**src/rtl/interact_ctrl.sv**
```systemverilog
// -----------------------------------------------------------------------------
// interact_ctrl
//
// Sequencing controller for a single player move. A direction request is
// turned into a target tile, that tile is read from the map RAM, handed to the
// tile-interaction mux, and the mux results are committed to the game-state
// registers this block owns (floor, position, keys, health). A changed tile is
// written back to the map at the floor the move started on.
//
// Ports
//   clk, rst_n                 clock, asynchronous active-low reset
//   move_valid, move_dir       move request (sampled only while move_ready=1)
//   move_ready                 high only while idle
//   done, blocked              end-of-move pulse; blocked=1 -> position unchanged
//   map_rd_*                   map read strobe/address, map_rd_data one cycle later
//   map_wr_*                   map write strobe/address/tile
//   mt_pos_x/y, mt_tile_id     target position and latched tile to the mux
//   mt_*_out, mt_goto_*, ...   mux results committed at the end of EVAL
//   floor, player_x/y,
//   key_num, health            authoritative game state
// -----------------------------------------------------------------------------
module interact_ctrl #(
    parameter int unsigned MAP_MAX      = 12,
    parameter int unsigned MAX_FLOOR    = 9,
    parameter int unsigned START_X      = 6,
    parameter int unsigned START_Y      = 11,
    parameter int unsigned START_HEALTH = 100
) (
    input  logic        clk,
    input  logic        rst_n,
    input  logic        move_valid,
    input  logic [1:0]  move_dir,
    output logic        move_ready,
    output logic        done,
    output logic        blocked,
    output logic        map_rd_en,
    output logic [15:0] map_rd_floor,
    output logic [3:0]  map_rd_x,
    output logic [3:0]  map_rd_y,
    input  logic [15:0] map_rd_data,
    output logic        map_wr_en,
    output logic [15:0] map_wr_floor,
    output logic [3:0]  map_wr_x,
    output logic [3:0]  map_wr_y,
    output logic [15:0] map_wr_data,
    output logic [3:0]  mt_pos_x,
    output logic [3:0]  mt_pos_y,
    output logic [15:0] mt_tile_id,
    input  logic [15:0] mt_floor_out,
    input  logic [3:0]  mt_goto_x,
    input  logic [3:0]  mt_goto_y,
    input  logic [31:0] mt_key_num_out,
    input  logic [15:0] mt_health_out,
    input  logic [15:0] mt_new_tile_id,
    output logic [15:0] floor,
    output logic [3:0]  player_x,
    output logic [3:0]  player_y,
    output logic [31:0] key_num,
    output logic [15:0] health
);

    typedef enum logic [2:0] {
        S_IDLE, S_REJECT, S_READ, S_WAIT, S_EVAL, S_WRITE
    } state_t;

    localparam logic [3:0]  MAP_MAX_C   = 4'(MAP_MAX);
    localparam logic [15:0] MAX_FLOOR_C = 16'(MAX_FLOOR);

    state_t      state_q, state_d;
    logic [3:0]  tgt_x_q, tgt_x_d, tgt_y_q, tgt_y_d;
    logic [15:0] src_floor_q, src_floor_d;
    logic [15:0] tile_q, tile_d;
    logic [15:0] new_tile_q, new_tile_d;
    logic [15:0] floor_q, floor_d;
    logic [3:0]  px_q, px_d, py_q, py_d;
    logic [31:0] key_q, key_d;
    logic [15:0] health_q, health_d;
    logic        done_q, done_d;
    logic        blocked_q, blocked_d;
    logic        rd_en_q, rd_en_d;
    logic        wr_en_q, wr_en_d;

    logic [3:0]  nx, ny;
    logic        out_of_range;
    logic        floor_ok;

    always_comb begin
        // NOTE: every signal gets a default first so no path leaves one
        // unassigned; a missing default here would infer a latch.
        state_d      = state_q;
        tgt_x_d      = tgt_x_q;
        tgt_y_d      = tgt_y_q;
        src_floor_d  = src_floor_q;
        tile_d       = tile_q;
        new_tile_d   = new_tile_q;
        floor_d      = floor_q;
        px_d         = px_q;
        py_d         = py_q;
        key_d        = key_q;
        health_d     = health_q;
        done_d       = 1'b0;
        blocked_d    = 1'b0;
        rd_en_d      = 1'b0;
        wr_en_d      = 1'b0;
        nx           = px_q;
        ny           = py_q;
        out_of_range = 1'b0;
        floor_ok     = (mt_floor_out <= MAX_FLOOR_C);

        // Target candidate and edge-of-map check for the requested direction.
        unique case (move_dir)
            2'd0: begin out_of_range = (py_q == 4'd0);       ny = py_q - 4'd1; end
            2'd1: begin out_of_range = (py_q >= MAP_MAX_C);  ny = py_q + 4'd1; end
            2'd2: begin out_of_range = (px_q == 4'd0);       nx = px_q - 4'd1; end
            default: begin out_of_range = (px_q >= MAP_MAX_C); nx = px_q + 4'd1; end
        endcase

        // Strobes, done and blocked are registered: they are computed for the
        // state being entered so they line up with that state's cycle.
        unique case (state_q)
            S_IDLE: begin
                if (move_valid) begin
                    if (out_of_range) begin
                        state_d   = S_REJECT;
                        done_d    = 1'b1;
                        blocked_d = 1'b1;
                    end else begin
                        state_d     = S_READ;
                        tgt_x_d     = nx;
                        tgt_y_d     = ny;
                        src_floor_d = floor_q;
                        rd_en_d     = 1'b1;
                    end
                end
            end
            S_REJECT: state_d = S_IDLE;
            S_READ:   state_d = S_WAIT;
            S_WAIT: begin
                tile_d  = map_rd_data;
                state_d = S_EVAL;
            end
            S_EVAL: begin
                // Keys and health commit even when the floor result is invalid.
                key_d      = mt_key_num_out;
                health_d   = mt_health_out;
                new_tile_d = mt_new_tile_id;
                if (floor_ok) begin
                    floor_d   = mt_floor_out;
                    px_d      = mt_goto_x;
                    py_d      = mt_goto_y;
                    blocked_d = (mt_goto_x == px_q) && (mt_goto_y == py_q) &&
                                (mt_floor_out == floor_q);
                    wr_en_d   = (mt_new_tile_id != tile_q);
                end else begin
                    blocked_d = 1'b1;
                end
                done_d  = 1'b1;
                state_d = S_WRITE;
            end
            S_WRITE:  state_d = S_IDLE;
            default:  state_d = S_IDLE;
        endcase
    end

    // NOTE: sequential state uses non-blocking assignments so every flop
    // samples the pre-edge values of the others.
    always_ff @(posedge clk or negedge rst_n) begin
        if (!rst_n) begin
            state_q     <= S_IDLE;
            tgt_x_q     <= '0;
            tgt_y_q     <= '0;
            src_floor_q <= '0;
            tile_q      <= '0;
            new_tile_q  <= '0;
            floor_q     <= '0;
            px_q        <= 4'(START_X);
            py_q        <= 4'(START_Y);
            key_q       <= '0;
            health_q    <= 16'(START_HEALTH);
            done_q      <= 1'b0;
            blocked_q   <= 1'b0;
            rd_en_q     <= 1'b0;
            wr_en_q     <= 1'b0;
        end else begin
            state_q     <= state_d;
            tgt_x_q     <= tgt_x_d;
            tgt_y_q     <= tgt_y_d;
            src_floor_q <= src_floor_d;
            tile_q      <= tile_d;
            new_tile_q  <= new_tile_d;
            floor_q     <= floor_d;
            px_q        <= px_d;
            py_q        <= py_d;
            key_q       <= key_d;
            health_q    <= health_d;
            done_q      <= done_d;
            blocked_q   <= blocked_d;
            rd_en_q     <= rd_en_d;
            wr_en_q     <= wr_en_d;
        end
    end

    assign move_ready   = (state_q == S_IDLE);
    assign done         = done_q;
    assign blocked      = blocked_q;
    assign map_rd_en    = rd_en_q;
    assign map_rd_floor = src_floor_q;
    assign map_rd_x     = tgt_x_q;
    assign map_rd_y     = tgt_y_q;
    // Write-back always targets the floor the move started on.
    assign map_wr_en    = wr_en_q;
    assign map_wr_floor = src_floor_q;
    assign map_wr_x     = tgt_x_q;
    assign map_wr_y     = tgt_y_q;
    assign map_wr_data  = new_tile_q;
    assign mt_pos_x     = tgt_x_q;
    assign mt_pos_y     = tgt_y_q;
    assign mt_tile_id   = tile_q;
    assign floor        = floor_q;
    assign player_x     = px_q;
    assign player_y     = py_q;
    assign key_num      = key_q;
    assign health       = health_q;

endmodule

```
**config.mk**
```make
export PLATFORM = sky130hd
export DESIGN_NAME = interact_ctrl
export DESIGN_NICKNAME = d
export VERILOG_FILES = /design/src/rtl/interact_ctrl.sv
export SDC_FILE = /design/constraint.sdc
export NUM_CORES = 1
export LEC_CHECK = 0
export BUFFER_PORTS_ARGS = -buffer_cell sky130_fd_sc_hd__buf_2
export CAP_MARGIN = 0
export CORE_ASPECT_RATIO = 0.7
export CORE_MARGIN = 5
export CORE_UTILIZATION = 40
export CTS_CLUSTER_SIZE = 30
export DETAILED_ROUTE_END_ITERATION = 12
export PLACE_DENSITY = 0.79
export RECOVER_POWER = 100
export SYNTH_ARGS = -nofsm -noshare
export SYNTH_HDL_FRONTEND = slang
export SYNTH_SLANG_ARGS = --single-unit
```
**constraint.sdc**
```tcl
create_clock -name clk -period 5.3 [get_ports clk]
set_input_delay 0.265 -clock clk [delete_from_list [all_inputs] [get_ports clk]]
set_output_delay 0.265 -clock clk [all_outputs]
set_load 0.02 [all_outputs]
```
==> run metrics, run 1 <==
HP Class=primary input to flip-flop; Warnings, synthesis=0; total congestion overflow=0; Seq cells post-synth=135; startpoint types=flip-flop; Max clock buf depth=2; cts hold-fix bufs=1; first-pass GRT wire length=25600 um; CP most frequent cell=nand2_1; register area share after synthesis=0.557; most frequent cells after synthesis=nand2_1 (202), dfrtp_1 (127), xnor2_1 (39); Synth Instances=564; status=finished with violations; CTS tree=built; Synth area leaders=dfrtp_1 (52%), nand2_1 (12%), mux2_2 (5.9%); final setup skew=0.00707 ns; die area=17800 um^2; Tot Pwr=4.46 mW; antenna-violating nets left=0; Core Region=14800 um^2; Yosys top cell area share=0.522; fraction of layout cells with a size suffix above 1=0.224; Post-Syn Nets=679; RSZ-0062 raised after global routing=no; Final Cycle Share=0.650; routed via count=4753; failing checks=max-capacitance violations, max-slew violations; H-tree depth=4; Starting Density=0.411; number of vias per cell=4.68; CTS Sinks=135; ANT cells=0; # rows=37; FMAX=290 MHz; Seq pwr share=0.365; Max IR drop VDD=0.300 mV; DP HPWL=12300 um; drt pass-1 iters=4; Critical Path AT=3.77 ns; most numerous cell in the Yosys netlist=nand2_1; Die Y=113 um; synth unique cells=40; number of flops mapped to enable cells by yosys=0; Comb pwr share=0.359; reg-to-reg slack, setup=1.85 ns; IO Count=274; Required @ worst endpoint=5.63 ns; Hold Path Sink=health[6]; largest net degree at the start of global routing=74; 1st-iter DRT viols=264; Layout area overhead=26.6%; Sw Ratio=0.408; Worst-path clk slew=0.06 ns; Post-CTS Setup Bufs=0; average size of a mapped cell=10.8 um^2; Critical Path Sink Type=flip-flop; Post-CTS Resized=0; CTS Buf Count=17; Worst Hold Depth=3; final setup TNS=0 ns; CP max-delay cell=clkbuf_1; Critical Path Max Stage Delay=1.57 ns; LEAKAGE=3.78 nW; port buffer count=273; DR DRC count=0; pins over their slew limit=77; # setup viols final=0; root buffer cell=clkbuf_16; antenna violations before repair=0; dominant cell type by area after synthesis=dfrtp_1; routability cong.=0.865; worst r2r src=state_q[1]; min cycle time layout=3.45 ns; mapped cell area=6090 um^2; CP Cell Sequence=nor2_1, and2_0, clkbuf_1, nand2_1, nand2_1; Slew HR=-0.402; CP Max Fanout=49; clock latency on the worst-skew pair=0.40 ns; Synth Flop Type=dfrtp_1; GRT Overall Usage=0.183; Power Dens Cells=579 nW/um^2; Die X=157 um; hold_sp=mt_health_out[6]; Switch Pwr=1.82 mW; vias in the first global route=4793; Max Cap Viol=2; Reg2Reg Depth=5; cell-internal power=2.64 mW; Total Wirelength=16400 um; post-layout net count=923; Setup CP Type=flip-flop to flip-flop; Post-synth ARST share=1.00; reg2reg end=key_num[22]; wire per inst=16.1 um; clock power share=0.276; final hold viol count=0; Worst-Margin Slew=2.10 ns; crit path launch=state_q[1]
==> flip-flops by register name, indices dropped and copies added (netlist names) <==
register	count
key_num	32
floor	16
health	16
map_rd_floor	16
map_wr_data	16
mt_tile_id	16
map_rd_x	4
map_rd_y	4
player_x	4
player_y	4
state_q	3
blocked	1
done	1
map_rd_en	1
map_wr_en	1
==> logic make-up (layout without fill, tap and decap cells) <==
logic type | after synthesis | count (layout) | synth area share
compound gates | 18 | 18 | 0.0220
xor+xnor | 46 | 46 | 0.0662
fa+ha+maj | 6 | 6 | 0.0148
buf+inv | 55 | 312 | 0.0580
flops | 135 | 135 | 0.557
mux | 52 | 52 | 0.108
simple gates | 252 | 252 | 0.175
==> worst max-delay path by stage <==
stage,end
after CTS,map_rd_floor[0]
after detailed placement,map_rd_floor[1]
after global routing,key_num[22]
final,key_num[22]
after global placement,map_rd_floor[1]
after floorplan,map_rd_floor[10]
==> layout by cell type (no fill, tap or decap), types with 2 or more instances in the layout <==
master and instances:
nand2_1 202, ha_1 4, mux2_1 19, clkbuf_16 17, o21ai_0 7, bufinv_16 3, dfstp_1 2, dfstp_2 6
xnor2_1 39, nor4_1 7, nor2_1 4, nand2b_1 2, clkbuf_1 165, inv_6 4, buf_2 109, clkinvlp_4 3
dfrtp_1 127, nor2b_1 12, clkinv_4 2, inv_1 3, xor2_1 7, mux2_2 32, nand4_1 10, fa_1 2
nand3_1 4, a21oi_1 2, a211oi_1 2, nor3_1 4, buf_4 2
==> metal layers <==
metal  track usage  share of wire  vias to the layer above  wire length (um)
li1              -              -                     2280                 -
met1         0.254           0.45                     2270              7430
met2         0.278           0.44                      187              7260
met3        0.0524          0.088                       16              1440
met4        0.0607          0.015                        0               246
met5             0              0                        -                 0
==> cell type report <==
| type | count | area, um^2 |
|---|---|---|
| tap | 195 | 244 |
| clock buffer | 19 | 443 |
| sequential | 135 | 3390 |
| multi-input combinational | 374 | 2250 |
| fill | 1460 | 7110 |
| clock inverter | 13 | 170 |
| timing repair buffer | 277 | 1200 |
| inverter | 3 | 11.3 |
==> power by group through the flow <==
| stage | registers (mW) | clock network [mW] | logic [mW] |
|---|---|---|---|
| after floorplan | 2.04 | 0 | 0.775 |
| after global placement | 1.62 | 0 | 1.74 |
| after detailed placement | 1.63 | 0 | 1.78 |
| after CTS | 1.62 | 1.26 | 1.77 |
| after global routing | 1.68 | 1.30 | 1.78 |
| final | 1.63 | 1.23 | 1.60 |
==> metrics by stage <==
step                       util  instances  cell area [um^2]  setup slack (ns)  hold slack, ns
final                     0.520       1016              7710              1.85          0.0469
after floorplan               -        564              6090              3.21         -0.0306
after global placement    0.499        983              7390              2.94           0.311
after global routing      0.520       1016              7710              1.43          0.0348
after CTS                 0.541       1016              8010              2.88          0.0265
after detailed placement  0.499        983              7390              2.89           0.313
==> critical path, delay by kind of cell, from the launching register on <==
family / cells / cell delay (ns)
buf+inv: 1 / 1.57
flops: 1 / 0.44
simple gates: 4 / 1.35
Power figures use the tool's default switching activity.
==> inputs of run 2 (changes only) <==
--- a/config.mk
+++ b/config.mk
@@ -12,7 +12,7 @@
 export CORE_UTILIZATION = 40
 export CTS_CLUSTER_SIZE = 30
 export DETAILED_ROUTE_END_ITERATION = 12
-export PLACE_DENSITY = 0.79
+export PLACE_DENSITY = 0.81
 export RECOVER_POWER = 100
 export SYNTH_ARGS = -nofsm -noshare
 export SYNTH_HDL_FRONTEND = slang
==> constraint.sdc (replaced) <==
create_clock -name clk -period 2.9 [get_ports clk]
set_input_delay 0.145 -clock clk [delete_from_list [all_inputs] [get_ports clk]]
set_output_delay 0.145 -clock clk [all_outputs]
set_load 0.02 [all_outputs]
==> run 2 against run 1 <==
The flow still finishes with violations (max-capacitance violations, max-slew violations). Clock skew up 0.0079 ns. Maximum frequency up 48%. Clock-buffer cell count unchanged. Worst setup slack worse by 1.3 ns. Global-route usage up 3.0 points. Worst hold slack worse by 0.020 ns. Clock power up 65%. Combinational power up 98%. Total power up 84%. Largest cell class unchanged. Wire length up 17%.
==> run metrics, run 2 (synthesis results as in run 1) <==
commonest non-fill, non-tap cell in the layout=nand2_1; most frequent cells in the layout=nand2_1 (202), clkbuf_1 (165), dfrtp_1 (127); max reg flops=32; HP Class=primary input to flip-flop; post-layout net count=1014; fraction of layout cells with a size suffix above 1=0.206; Final WS setup=0.576 ns; Core Region=14800 um^2; Worst-path clk slew=0.06 ns; Max IR drop VDD=0.501 mV; DR WL met3=1480 um; vias in the first global route=5563; final setup TNS=0 ns; H-tree depth=4; Critical Path AT=2.61 ns; Total Wirelength=19200 um; Slew HR=-0.0230; CTS Buf Count=17; LEAKAGE=4.14 nW; crit path buf inv count=1; routability cong.=0.839; pins over their slew limit=62; status=finished with violations; final core utilization=0.580; Layout area overhead=41.1%; port buffer count=273; cell class contributing the biggest share of worst-path delay=buffers and inverters; Die Y=113 um; Switch Pwr=3.46 mW; antenna-violating nets left=0; root buffer cell=clkbuf_16; Worst-Margin Slew=1.53 ns; Die X=157 um; first-pass GRT wire length=30000 um; Post-CTS Setup Bufs=0; # rows=37; Post-CTS Resized=0; 1st-iter DRT viols=339; drt pass-1 iters=4; CP Cell Sequence=nor2_1, nand2_1, nor2_2, clkbuf_1, mux2_2; GRT Overall Usage=0.213; Max Cap Viol=1; Critical Path Sink Type=flip-flop; DR DRC count=0; die area=17800 um^2; DRT met1 WL=8250 um; Power Dens Cells=954 nW/um^2; total congestion overflow=0; failing checks=max-capacitance violations, max-slew violations; ANT cells=0; CP max-delay cell=clkbuf_1; Final Cycle Share=0.801; Max clock buf depth=2; # setup viols final=0; cts hold-fix bufs=89; CTS Sinks=135; final hold viol count=0; startpoint types=flip-flop; routed wl met2=9130 um; routed via count=5268; Critical Path Max Stage Delay=0.95 ns; clock latency on the worst-skew pair=0.41 ns; Required @ worst endpoint=3.18 ns; largest net degree at the start of global routing=68; Starting Density=0.411; highest routing layer actually used=met4; post-placement cell count=986; RSZ-0062 raised after global routing=no; Seq pwr share=0.367; FMAX=430 MHz; min cycle time layout=2.32 ns; wire per inst=17.4 um; final std cells w/o fill=1107; number of vias per cell=4.76; Setup CP Type=flip-flop to flip-flop; IO Count=274; final setup skew=0.0149 ns; CTS tree=built; CP Max Fanout=26; Place WS=0.706 ns; Comb pwr share=0.385; cell-internal power=4.73 mW; clock power share=0.247; Sw Ratio=0.423; DP HPWL=12700 um; antenna violations before repair=0
==> run 2: through the flow <==
step | instance area, um^2 | power [mW] | hold slack (ns)
floorplan | 6090 | 5.14 | -0.151
global placement | 7450 | 6.18 | 0.165
detailed placement | 7450 | 6.30 | 0.162
CTS | 8900 | 8.45 | 0.00673
global route | 8590 | 8.70 | 0.0170
finish | 8590 | 8.20 | 0.0271
==> run 2: final timing paths <==
kind | to | slack (ns) | depth (start not counted) | start
max | player_y[2] | 0.58 | 5 | state_q[1]
min | floor[3] | 0.03 | 2 | mt_floor_out[3]
max reg2reg | player_y[2] | 0.58 | 5 | state_q[1]
min reg2reg | health[5] | 0.46 | 2 | health[5]
max in group asynchronous | health[6] | 0.92 | 3 | rst_n
min in group asynchronous | map_rd_x[0] | 0.68 | 2 | rst_n
==> run 2: layout make-up <==
class | instances | area, um^2
Sequential cell | 135 | 3390
Clock buffer | 19 | 433
Timing Repair Buffer | 368 | 2130
Clock inverter | 13 | 125
Tap cell | 195 | 244
Multi-Input combinational cell | 374 | 2260
Fill cell | 1307 | 6220
Inverter | 3 | 11.3
==> run 2: per-layer routing <==
layer	track usage	up-vias
met5	0	-
met2	0.354	245
met4	0.0521	0
met1	0.277	2521
met3	0.0593	33
li1	-	2469
==> run 2: power groups by stage <==
stage / clock network (mW) / logic (mW) / registers [mW]
2_1_floorplan: 0 / 1.42 / 3.72
3_3_place_gp: 0 / 3.22 / 2.96
5_1_grt: 2.17 / 3.44 / 3.09
6_report: 2.03 / 3.16 / 3.01
4_1_cts: 2.08 / 3.40 / 2.98
3_5_place_dp: 0 / 3.30 / 3.00
==> inputs of run 3 (changes only) <==
==> constraint.sdc (replaced) <==
create_clock -name clk -period 1.9 [get_ports clk]
set_input_delay 0.095 -clock clk [delete_from_list [all_inputs] [get_ports clk]]
set_output_delay 0.095 -clock clk [all_outputs]
set_load 0.02 [all_outputs]
==> run 3 against run 2 <==
The run now ends clean. Cell count up 2.1%. Maximum frequency rose by 24%. Non-clock buffer count increased by 23. Sequential cell count unchanged. Wire length decreased by 0.17%. Die area is the same. Critical endpoint is now map_rd_y[3]. Largest cell class unchanged. Largest power group unchanged.
==> run metrics, run 3 (synthesis results as in run 1) <==
status=finished clean; Critical Path Sink Type=flip-flop; wire per inst=17.0 um; CTS Buf Count=17; Layout area overhead=47.1%; Max IR drop VDD=0.846 mV; clock latency on the worst-skew pair=0.41 ns; GRT Overall Usage=0.213; Max Cap Viol=0; RSZ-0062 raised after global routing=yes; final core utilization=0.605; Critical Path Max Stage Delay=0.59 ns; startpoint types=flip-flop; most frequent cells in the layout=nand2_1 (202), clkbuf_1 (161), dfrtp_1 (126); CP Max Fanout=4; port buffer count=273; Max clock buf depth=2; routability cong.=0.845; H-tree depth=4; Worst-path clk slew=0.06 ns; total congestion overflow=0; Power Dens Cells=1430 nW/um^2; Final Cycle Share=0.985; # setup viols final=0; drt pass-1 iters=4; number of vias per cell=4.75; max reg flops=32; largest net degree at the start of global routing=66; antenna-violating nets left=0; antenna violations before repair=0; Critical Path AT=2.16 ns; CTS tree=built; LEAKAGE=4.30 nW; FMAX=534 MHz; ANT cells=0; post-placement cell count=1003; Total Wirelength=19200 um; vias in the first global route=5608; DP HPWL=12800 um; die area=17800 um^2; min cycle time layout=1.87 ns; Required @ worst endpoint=2.19 ns; Starting Density=0.411; post-layout net count=1037; final std cells w/o fill=1130; CP max-delay cell=dfstp_2; Core Region=14800 um^2; DR DRC count=0; # rows=37; 1st-iter DRT viols=349; worst hold slack=0.0660 ns; routed via count=5364; IO Count=274; CTS Sinks=135; fraction of layout cells with a size suffix above 1=0.257; Setup CP Type=flip-flop to flip-flop; CP Cell Sequence=ha_4, and3_4, or3_4, a21oi_2, xor2_1, mux2_4; pins over their slew limit=0; HP Class=primary input to flip-flop; first-pass GRT wire length=29800 um; Slew HR=0.212; Die X=157 um; final hold viol count=0; Worst-Margin Slew=1.18 ns; final setup skew=0.0129 ns; commonest non-fill, non-tap cell in the layout=nand2_1; Die Y=113 um; root buffer cell=clkbuf_16
-- run 3: changes by cell type in the layout (fill, tap and decap cells not counted), moves of 2 or more --
cell           change
dfstp_2            +3
ha_1               -2
clkbuf_1           -4
mux2_4            +19
buf_2              +2
dlygate4sd3_1      +4
ha_4               +2
buf_4             +19
dfstp_1            -3
mux2_1            -19
-- run 3: final timing paths --
kind	startpoint	to	slack [ns]	depth (start not counted)
max	player_y[1]	map_rd_y[3]	0.03	6
min	move_valid	done	0.07	3
max reg2reg	player_y[1]	map_rd_y[3]	0.03	6
min reg2reg	health[2]	health[2]	0.47	2
max in group asynchronous	rst_n	floor[15]	0.39	3
min in group asynchronous	rst_n	key_num[8]	0.48	2
-- run 3: where the power goes --
group | switching [mW] | internal (mW) | leakage [nW]
Sequential | 0.693 | 3.89 | 1.69
Clock | 1.28 | 1.98 | 0.273
Combinational | 3.29 | 1.64 | 2.33
-- run 3: layout make-up --
cell class | count | area (um^2)
multi-input cells | 374 | 2390
fillers | 1244 | 5860
clock buffers | 19 | 443
repair buffers | 391 | 2330
flip-flops and latches | 135 | 3390
well taps | 195 | 244
clock inverters | 13 | 146
inverters | 3 | 11.3
-- run 3: critical path, delay by kind of cell, from the launching register on --
| family | cells | cell delay [ns] |
|---|---|---|
| multiplexers | 1 | 0.26 |
| AND/OR/NAND/NOR | 2 | 0.46 |
| adder cells (fa/ha/maj) | 1 | 0.21 |
| flip-flops | 1 | 0.59 |
| XOR/XNOR | 1 | 0.08 |
| AO/OA/AOI/OAI | 1 | 0.15 |
-- run 3: layer usage --
layer | up-vias | GRT usage | part of all wire
met5 | - | 0 | 0
met4 | 0 | 0.0636 | 0.021
met3 | 33 | 0.0627 | 0.088
met2 | 246 | 0.358 | 0.48
met1 | 2569 | 0.267 | 0.41
li1 | 2516 | - | -
-- run 3: metrics by stage --
step | instance area, um^2 | setup slack [ns] | power (mW) | TNS (ns)
after floorplan | 6100 | -0.0446 | 7.85 | -0.0446
after global placement | 7600 | 0.0529 | 9.47 | 0
after detailed placement | 7600 | 0.00820 | 9.63 | 0
after CTS | 9130 | 0.0156 | 13.1 | 0
after global routing | 8960 | -0.0435 | 13.6 | -0.0475
final | 8960 | 0.0280 | 12.8 | 0
-- run 3: repair_timing --
action                                  4_1_cts  5_1_grt
setup buffers                                 0        2
endpoints found under the hold margin       168        0
pin swaps                                     0        6
gates resized for setup                       1        4
cloned                                        0        0
hold buffers                                 93        0
endpoints found under the setup margin        1        2
